===== config.mk =====
export PLATFORM = sky130hd
export DESIGN_NAME = updown_sweep_ctrl_flat
export DESIGN_NICKNAME = d
export VERILOG_FILES = /design/src/rtl/updown_sweep_ctrl_if.sv /design/src/rtl/updown_sweep_ctrl.sv /design/src/flat_wrapper.sv
export SDC_FILE = /design/constraint.sdc
export NUM_CORES = 1
export LEC_CHECK = 0
export CAP_MARGIN = 10
export CORE_MARGIN = 5
export CORE_UTILIZATION = 45
export CTS_CLUSTER_DIAMETER = 100
export CTS_CLUSTER_SIZE = 24
export DETAILED_ROUTE_END_ITERATION = 10
export PLACE_DENSITY = 0.83
export SYNTH_ARGS = -nofsm -noshare
export SYNTH_HDL_FRONTEND = slang
export SYNTH_SLANG_ARGS = --single-unit

===== constraint.sdc =====
create_clock -name clk -period 1.79 [get_ports clk]
set_input_delay 0.537 -clock clk [delete_from_list [all_inputs] [get_ports clk]]
set_output_delay 0.537 -clock clk [all_outputs]
set_load 0.005 [all_outputs]

===== src/rtl/updown_sweep_ctrl_if.sv =====
// Request/status bundle between a sweep requester and the triangle-sweep sequencer.
// The counter feedback (count) and counter controls (mode, cnt_rst) ride in the same bundle.
interface updown_sweep_ctrl_if #(
  parameter int W     = 3,
  parameter int CYC_W = 4
);
  logic             start;
  logic             stop;
  logic [W-1:0]     lo;
  logic [W-1:0]     hi;
  logic [CYC_W-1:0] cycles;
  logic [W-1:0]     count;
  logic             mode;
  logic             cnt_rst;
  logic             busy;
  logic             done;
  logic             err;
  logic [CYC_W-1:0] sweeps;

  modport master (
    output start, stop, lo, hi, cycles, count,
    input  mode, cnt_rst, busy, done, err, sweeps
  );

  modport slave (
    input  start, stop, lo, hi, cycles, count,
    output mode, cnt_rst, busy, done, err, sweeps
  );
endinterface


===== src/rtl/updown_sweep_ctrl.sv =====
// Drives an up/down counter through lo->hi->lo triangle sweeps, N times, then parks it at 0.
// Direction is combinational from the fed-back count so the counter never overshoots or wraps.
module updown_sweep_ctrl #(
  parameter int W     = 3,
  parameter int CYC_W = 4
) (
  input  logic                 clk,
  input  logic                 rst,
  updown_sweep_ctrl_if.slave   bus
);

  typedef enum logic [1:0] {IDLE, UP, DOWN} state_t;

  state_t           state_q, state_d;
  logic [W-1:0]     lo_q, lo_d;
  logic [W-1:0]     hi_q, hi_d;
  logic [CYC_W-1:0] rem_q, rem_d;
  logic             cnt_rst_q, cnt_rst_d;
  logic             done_q, done_d;
  logic             err_q, err_d;
  logic             mode;

  always_ff @(posedge clk or posedge rst) begin
    if (rst) begin
      state_q   <= IDLE;
      lo_q      <= '0;
      hi_q      <= '0;
      rem_q     <= '0;
      cnt_rst_q <= 1'b1;
      done_q    <= 1'b0;
      err_q     <= 1'b0;
    end else begin
      state_q   <= state_d;
      lo_q      <= lo_d;
      hi_q      <= hi_d;
      rem_q     <= rem_d;
      cnt_rst_q <= cnt_rst_d;
      done_q    <= done_d;
      err_q     <= err_d;
    end
  end

  always_comb begin
    state_d   = state_q;
    lo_d      = lo_q;
    hi_d      = hi_q;
    rem_d     = rem_q;
    cnt_rst_d = cnt_rst_q;
    done_d    = 1'b0;
    err_d     = 1'b0;
    mode      = 1'b0;

    case (state_q)
      IDLE: begin
        cnt_rst_d = 1'b1;
        // stop alongside start cancels the request outright, so no error either
        if (bus.start && !bus.stop) begin
          if ((bus.lo < bus.hi) && (bus.cycles != '0)) begin
            lo_d      = bus.lo;
            hi_d      = bus.hi;
            rem_d     = bus.cycles;
            cnt_rst_d = 1'b0;
            state_d   = UP;
          end else begin
            err_d = 1'b1;
          end
        end
      end

      UP: begin
        mode = (bus.count == hi_q);
        if (bus.stop) begin
          state_d   = IDLE;
          cnt_rst_d = 1'b1;
          rem_d     = '0;
        end else if (bus.count == hi_q) begin
          state_d = DOWN;
        end
      end

      DOWN: begin
        mode = (bus.count != lo_q);
        if (bus.stop) begin
          state_d   = IDLE;
          cnt_rst_d = 1'b1;
          rem_d     = '0;
        end else if (bus.count == lo_q) begin
          if (rem_q > CYC_W'(1)) begin
            rem_d   = rem_q - CYC_W'(1);
            state_d = UP;
          end else begin
            rem_d     = '0;
            cnt_rst_d = 1'b1;
            done_d    = 1'b1;
            state_d   = IDLE;
          end
        end
      end

      default: begin
        state_d   = IDLE;
        cnt_rst_d = 1'b1;
      end
    endcase
  end

  assign bus.mode    = mode;
  assign bus.cnt_rst = cnt_rst_q;
  assign bus.busy    = (state_q != IDLE);
  assign bus.done    = done_q;
  assign bus.err     = err_q;
  assign bus.sweeps  = rem_q;

endmodule


===== src/flat_wrapper.sv =====
// flat-port wrapper written by rule: the top's interface ports become plain ports
module updown_sweep_ctrl_flat 
#(
  parameter int W     = 3,
  parameter int CYC_W = 4
)
  (clk, rst, bus_start, bus_stop, bus_lo, bus_hi, bus_cycles, bus_count, bus_mode, bus_cnt_rst, bus_busy, bus_done, bus_err, bus_sweeps);
  updown_sweep_ctrl_if #(.W(W), .CYC_W(CYC_W)) bus_i ();
  input  logic clk;
  input  logic rst;
  input wire logic [$bits(bus_i.start)-1:0] bus_start;
  input wire logic [$bits(bus_i.stop)-1:0] bus_stop;
  input wire logic [$bits(bus_i.lo)-1:0] bus_lo;
  input wire logic [$bits(bus_i.hi)-1:0] bus_hi;
  input wire logic [$bits(bus_i.cycles)-1:0] bus_cycles;
  input wire logic [$bits(bus_i.count)-1:0] bus_count;
  output wire logic [$bits(bus_i.mode)-1:0] bus_mode;
  output wire logic [$bits(bus_i.cnt_rst)-1:0] bus_cnt_rst;
  output wire logic [$bits(bus_i.busy)-1:0] bus_busy;
  output wire logic [$bits(bus_i.done)-1:0] bus_done;
  output wire logic [$bits(bus_i.err)-1:0] bus_err;
  output wire logic [$bits(bus_i.sweeps)-1:0] bus_sweeps;
  assign bus_i.start = bus_start;
  assign bus_i.stop = bus_stop;
  assign bus_i.lo = bus_lo;
  assign bus_i.hi = bus_hi;
  assign bus_i.cycles = bus_cycles;
  assign bus_i.count = bus_count;
  assign bus_mode = bus_i.mode;
  assign bus_cnt_rst = bus_i.cnt_rst;
  assign bus_busy = bus_i.busy;
  assign bus_done = bus_i.done;
  assign bus_err = bus_i.err;
  assign bus_sweeps = bus_i.sweeps;
  updown_sweep_ctrl #(.W(W), .CYC_W(CYC_W)) u_core (.clk(clk), .rst(rst), .bus(bus_i));
endmodule

==> results.md, run 1 <==
* Hold Vio Cnt, Final at 0
* Core area at about 0.002 mm^2
* GRT overflow at 0
* DP HPWL at 2.04 mm
* Failing checks: negative setup slack
* RSZ-0062 raised after global routing: yes
* Die height at between 50 and 60 um
* Vias in the first global route at roughly 1100
* Register area share after synthesis at 0.389
* Count of hold buffers inserted by post-cts repair at 0
* Max frequency at between 0.4 and 0.5 GHz
* Worst slew pin tran at approximately 0.41 ns
* I/O pin count at 26
* Crit path kind: in -> reg
* Max cap viols at 0
* Die Width at approximately 56 um
* Synth cell types at 32
* Setup tns final at -2.59 ns
* Skew-Pair Late Insertion Delay at about 0.29 ns
* Outcome: finished, violations left
* Final ANT Viol Nets at 0
* Worst-path clk slew at about 0.09 ns
* Reg2reg setup slack at -0.19 ns
* Via-to-Cell Ratio at about 5.5
* Worst slew margin at 0.721
* Global placement routability congestion at between 0.8 and 0.9
* Syn Nets at between 100 and 150
* DRC violations left at 0
* Avg Cell Area, Syn at around 11 um^2
* Inserted Clock Buffers at 3
* Setup Viol. Count Final at 13
* P_leak at 0.000772 uW
* Layout cells sized above 1 at 0.523
* Fin crit share at 1.15
* CP Launch Type: primary input
* Starting Density at 0.484
* CTS sink cnt at 15
* Final Max Tran Viols at 0
* Cell Pwr Density at ~1400 mW/mm^2
* CP Data Required Time at 1.97 ns
* Warnings from Yosys at 0
* DR iter-0 viols at 19
* Nets@finish at ~180
* Routed length per instance at between 15 and 20 um
* Fin util at 0.826
* Largest net degree at the start of global routing at 16
* Max IR drop VDD at between 0.9 and 1 mV
* Vias at between 900 and 1000
* Initial antenna violation count at 1
* Synth area leaders: dfrtp_1, ha_1, mux2_2
* Bufs on Longest Clock Path at 2
* Clock Skew at around 0.00085 ns
* Crit-path max FO at 4
* Post-synth ARST share at 1.00
* # H-tree levels at 1
* Commonest non-fill, non-tap cell in the layout: buf_4
* Number of I/O port buffers at 25
* Row cnt at 16
* CP arrival at around 2.2 ns
* HP Class: in -> reg
* Synthesized area at 968 um^2
* EDFF count, synth at 0
* Critical Path End Type: flip-flop
* Total Wirelength at 3.41 mm
* Seq cells post-synth at 15
* Commonest non-fill, non-tap cells in the layout: buf_4, dfrtp_1, mux2_4
* Min Tclk post-route at 2.06 ns
* CTS tree: done
* Synth top area share at 0.362
* Clk root buf: clkbuf_4
* Syn Inst Count at 92
* Drt pass-1 iters at 4
* Area growth, synth to finish at 70.8%
* Gr usage total at 0.202
* Area of the die at roughly 0.0032 mm^2
* Post-synth top area cell: dfrtp_1
* Fin worst setup slack at -0.267 ns
* First-pass GRT wire length at 5.07 mm
* Most used flip-flop cell after synthesis: dfrtp_1
==> path summary, 6_finish.rpt <==
path,startpoint,to,depth (start not counted)
setup / recovery,bus_hi[1],u_core.bus.sweeps[3]$_DFFE_PP0P_,8
hold / removal,bus_lo[1],u_core.lo_q[1]$_DFFE_PP0P_,2
setup reg to reg,u_core.bus.sweeps[0]$_DFFE_PP0P_,u_core.bus.sweeps[1]$_DFFE_PP0P_,6
hold reg to reg,u_core.hi_q[0]$_DFFE_PP0P_,u_core.hi_q[0]$_DFFE_PP0P_,1
max in group asynchronous,rst,u_core.bus.cnt_rst$_DFFE_PP1P_,3
min in group asynchronous,rst,u_core.state_q[0]$_DFFE_PP0P_,3
==> power by group <==
part | internal [uW] | switching [uW] | total (uW)
clock | 86.8 | 112 | 199
sequential | 476 | 129 | 604
combinational | 912 | 682 | 1590
==> metal layers <==
| layer | vias up | share of wire | global-route usage |
|---|---|---|---|
| li1 | 446 | - | - |
| met1 | 486 | 0.40 | 0.264 |
| met2 | 42 | 0.51 | 0.342 |
| met3 | 15 | 0.049 | 0.0275 |
| met4 | 0 | 0.041 | 0.0678 |
| met5 | - | 0 | 0 |
==> synthesized netlist by cell type (all sizes together), types with 2 or more instances <==
library cell,count
o31ai,2
ha,8
nand2,6
mux2,10
nor2,6
xnor2,4
a21oi,2
dfrtp,14
nor4,2
nor3,2
inv,10
xor2,4
o21ai,4
nand3,2
==> what timing repair did <==
item	in CTS	in global routing
buffers inserted	9	10
resized for setup	65	15
pin swaps	14	6
setup endpoints to repair	20	18
==> metrics by stage <==
step / setup WS (ns) / hold slack, ns / instance area, um^2 / instances / total power [uW]
2_1_floorplan: -0.404 / 0.438 / 991 / 92 / 1200
3_3_place_gp: -1.04 / 0.510 / 1370 / 157 / 1610
3_5_place_dp: -1.09 / 0.518 / 1370 / 157 / 1670
4_1_cts: -0.243 / 0.482 / 1570 / 170 / 2150
5_1_grt: -0.339 / 0.465 / 1650 / 179 / 2550
6_report: -0.267 / 0.486 / 1650 / 179 / 2400
==> cells by family (layout without fill, tap and decap cells) <==
kind of cell,after synthesis,count (layout),share of synthesized area
AO/OA/AOI/OAI,16,16,0.124
XOR/XNOR,8,8,0.0723
adder cells (fa/ha/maj),8,8,0.103
buffers and inverters,11,70,0.0439
flip-flops,15,15,0.389
multiplexers,11,11,0.138
other,0,1,0
AND/OR/NAND/NOR,23,23,0.129
==> area by class of cell <==
type / instances / area [um^2]
multi-input combinational: 66 / 686
timing repair buffer: 56 / 482
sequential: 15 / 379
fill: 107 / 348
inverter: 10 / 45.0
tap: 27 / 33.8
clock buffer: 4 / 26.3
antenna: 1 / 2.50
==> sequential cells by signal (all words and copies together), names as in the netlist <==
signal	count
u_core.bus.cnt_rst	1
u_core.bus.done	1
u_core.bus.err	1
u_core.bus.sweeps	4
u_core.hi_q	3
u_core.lo_q	3
u_core.state_q	2
==> critical path: stages <==
cell,delay (ns)
buf_8,0.09
inv_8,0.03
ha_4,0.14
or3b_4,0.40
a211oi_4,0.24
a21oi_2,0.10
and4bb_4,0.39
mux2_4,0.31
Power figures use the tool's default switching activity.
==> run 2: changes to the inputs <==
--- a/config.mk
+++ b/config.mk
@@ -12,6 +12,7 @@
 export CTS_CLUSTER_SIZE = 24
 export DETAILED_ROUTE_END_ITERATION = 10
 export PLACE_DENSITY = 0.83
+export SETUP_SLACK_MARGIN = 0.3
 export SYNTH_ARGS = -nofsm -noshare
 export SYNTH_HDL_FRONTEND = slang
 export SYNTH_SLANG_ARGS = --single-unit
==> run 2 against run 1 <==
The run still ends with negative setup slack left. Combinational power hardly changed. Critical path depth decreased by 3. Sequential power shrank 2%. Die area unchanged. First-iteration DRC count is 58% higher. Total power is essentially flat. Wire length fell by 2.3%. Sequential cell count unchanged. Utilization down 1.1 points. Final area shrank 1.3%. Non-clock buffer count shrank 1. Cell count decreased by 1.1%. Largest cell class unchanged. Largest power group unchanged.
==> results.md, run 2 (same netlist as run 1, synthesis figures left out) <==
* Outcome: finished, violations left
* Failing checks: negative setup slack
* Max cap viols at 0
* Final Max Tran Viols at 0
* Fin util at 0.816
* Max IR drop VDD at a little under 1 mV
* Global placement routability congestion at approximately 0.83
* I/O pin count at 26
* Hold Vio Cnt, Final at 0
* # H-tree levels at 1
* N_diodes at 0
* CP Data Required Time at approximately 1.3 ns
* Placed Area at ~0.0014 mm^2
* Worst slew pin tran at 0.377 ns
* GRT overflow at 0
* Die height at approximately 56 um
* Vias at around 970
* Placed cells at between 150 and 200
* Combinational share of power at 0.667
* Cell Pwr Density at around 1500 mW/mm^2
* P_leak at 0.000770 uW
* Skew-Pair Late Insertion Delay at about 0.29 ns
* Min Tclk post-route at between 2 and 2.5 ns
* Routed length per instance at between 15 and 20 um
* Crit path kind: reg -> out
* Inserted Clock Buffers at 3
* DR iter-0 viols at 30
* Worst slew margin at 0.746
* Clk pwr share at 0.086
* Nets@finish at roughly 180
* Final ANT Viol Nets at 0
* CP Buf/Inv Count at 1
* Fin worst setup slack at -0.278 ns
* Clock Skew at between 0.0007 and 0.0008 ns
* Starting Density at 0.484
* Core area at about 0.002 mm^2
* Row cnt at 16
* Worst-path clk slew at approximately 0.1 ns
* CP Launch Type: flip-flop
* Setup tns final at -2.77 ns
* Critical path, cell by cell: xor2_2 > nor3_2 > a22oi_2 > nor2_1 > buf_2
* Int Pwr at 1460 uW
* Total Wirelength at 3.33 mm
* Max frequency at between 0.4 and 0.5 GHz
* CTS sink cnt at 15
* Setup Viol. Count Final at 13
* Vias in the first global route at approximately 1000
* Worst path slowest cell: dfrtp_1
* RSZ-0062 raised after global routing: yes
* Drt pass-1 iters at 4
* Number of I/O port buffers at 25
* DP HPWL at roughly 2 mm
* Via-to-Cell Ratio at between 5 and 6
* Design Area, Final at about 0.0016 mm^2
* HP Class: in -> reg
* Bufs on Longest Clock Path at 2
* DRC violations left at 0
* Layout cells sized above 1 at 0.547
* Critical Path End Type: output port
* Fin crit share at 1.16
* Initial antenna violation count at 0
* CP arrival at 1.53 ns
* Area of the die at 0.00318 mm^2
* Net switching power of the design at approximately 940 uW
* Fill count at 105
* Reg power frac at 0.247
* Gr usage total at 0.203
* Commonest non-fill, non-tap cell in the layout: buf_4
* Switching Fraction at 0.392
* Clk root buf: clkbuf_4
* Area growth, synth to finish at 68.6%
* Largest net degree at the start of global routing at 16
* CP top delay family: flip-flops
* First-pass GRT wire length at a little under 5 mm
* Commonest non-fill, non-tap cells in the layout: buf_4, dfrtp_1, dlygate4sd2_1
* Die Width at 56.4 um
* CTS tree: done
* Slowest stage delay, CP at between 0.4 and 0.5 ns
* Max FFs per register at 4
* Crit-path max FO at 2
* Final non-filler cell total at about 180
[run 2: cell count changes in the layout (fill, tap and decap cells not counted), sizes merged]
| cell | before | now |
|---|---|---|
| clkdlybuf4s15 | 3 | 5 |
| dlymetal6s2s | 1 | 0 |
| buf | 35 | 39 |
| clkdlybuf4s50 | 8 | 3 |
| diode | 1 | 0 |
| clkbuf | 6 | 4 |
| clkinv | 0 | 1 |
[run 2: path summary, 6_finish.rpt]
path	endpoint	slack [ns]	depth (start not counted)	startpoint
hold / removal	u_core.lo_q[1]$_DFFE_PP0P_	0.49	2	bus_lo[1]
max in group asynchronous	u_core.bus.cnt_rst$_DFFE_PP1P_	1.01	3	rst
setup / recovery	bus_mode	-0.28	5	u_core.hi_q[0]$_DFFE_PP0P_
min in group asynchronous	u_core.state_q[1]$_DFFE_PP0P_	0.54	3	rst
hold reg to reg	u_core.hi_q[2]$_DFFE_PP0P_	0.54	1	u_core.hi_q[2]$_DFFE_PP0P_
setup reg to reg	u_core.bus.sweeps[0]$_DFFE_PP0P_	-0.15	6	u_core.bus.sweeps[0]$_DFFE_PP0P_
[run 2: per-stage QoR]
stage / power (uW) / hold WS, ns / setup WS (ns)
floorplan: 1210 / 0.438 / -0.404
global route: 2520 / 0.482 / -0.326
CTS: 2130 / 0.489 / -0.234
finish: 2400 / 0.491 / -0.278
detailed placement: 1720 / 0.518 / -1.08
global placement: 1660 / 0.513 / -1.04
[run 2: final cells by class]
class,instances,area (um^2),area share
clock buffers,3,22.5,0.0138
clock inverters,1,5.00,0.00307
inverters,10,47.5,0.0291
multi-input cells,66,686,0.420
flip-flops and latches,15,377,0.231
well taps,27,33.8,0.0207
repair buffers,55,462,0.283
[run 2: routing by layer]
layer / track usage / wire, um / up-vias
met2: 0.372 / 1790 / 48
li1: - / - / 437
met1: 0.225 / 1260 / 472
met5: 0 / 0 / -
met4: 0.112 / 120 / 0
met3: 0.0206 / 163 / 10
[run 2: worst reg2reg max path: stages (launching register included)]
cell	delay, ns
dfrtp_1	0.42
inv_1	0.09
ha_1	0.22
o21ai_0	0.33
nand2_1	0.29
o31a_1	0.33
mux2i_1	0.18
[run 2: power groups by stage]
| stage | Combinational [uW] | Sequential (uW) | Clock (uW) |
|---|---|---|---|
| global placement | 1080 | 586 | 0 |
| finish | 1600 | 593 | 207 |
| global route | 1690 | 610 | 222 |
| floorplan | 641 | 572 | 0 |
| CTS | 1350 | 578 | 208 |
| detailed placement | 1120 | 596 | 0 |
[run 2: what timing repair did]
action	4_1_cts	5_1_grt
resized for setup	77	18
endpoints found under the hold margin	0	0
endpoints found under the setup margin	24	20
hold buffers	0	0
pin swaps	14	6
buffers inserted	12	3
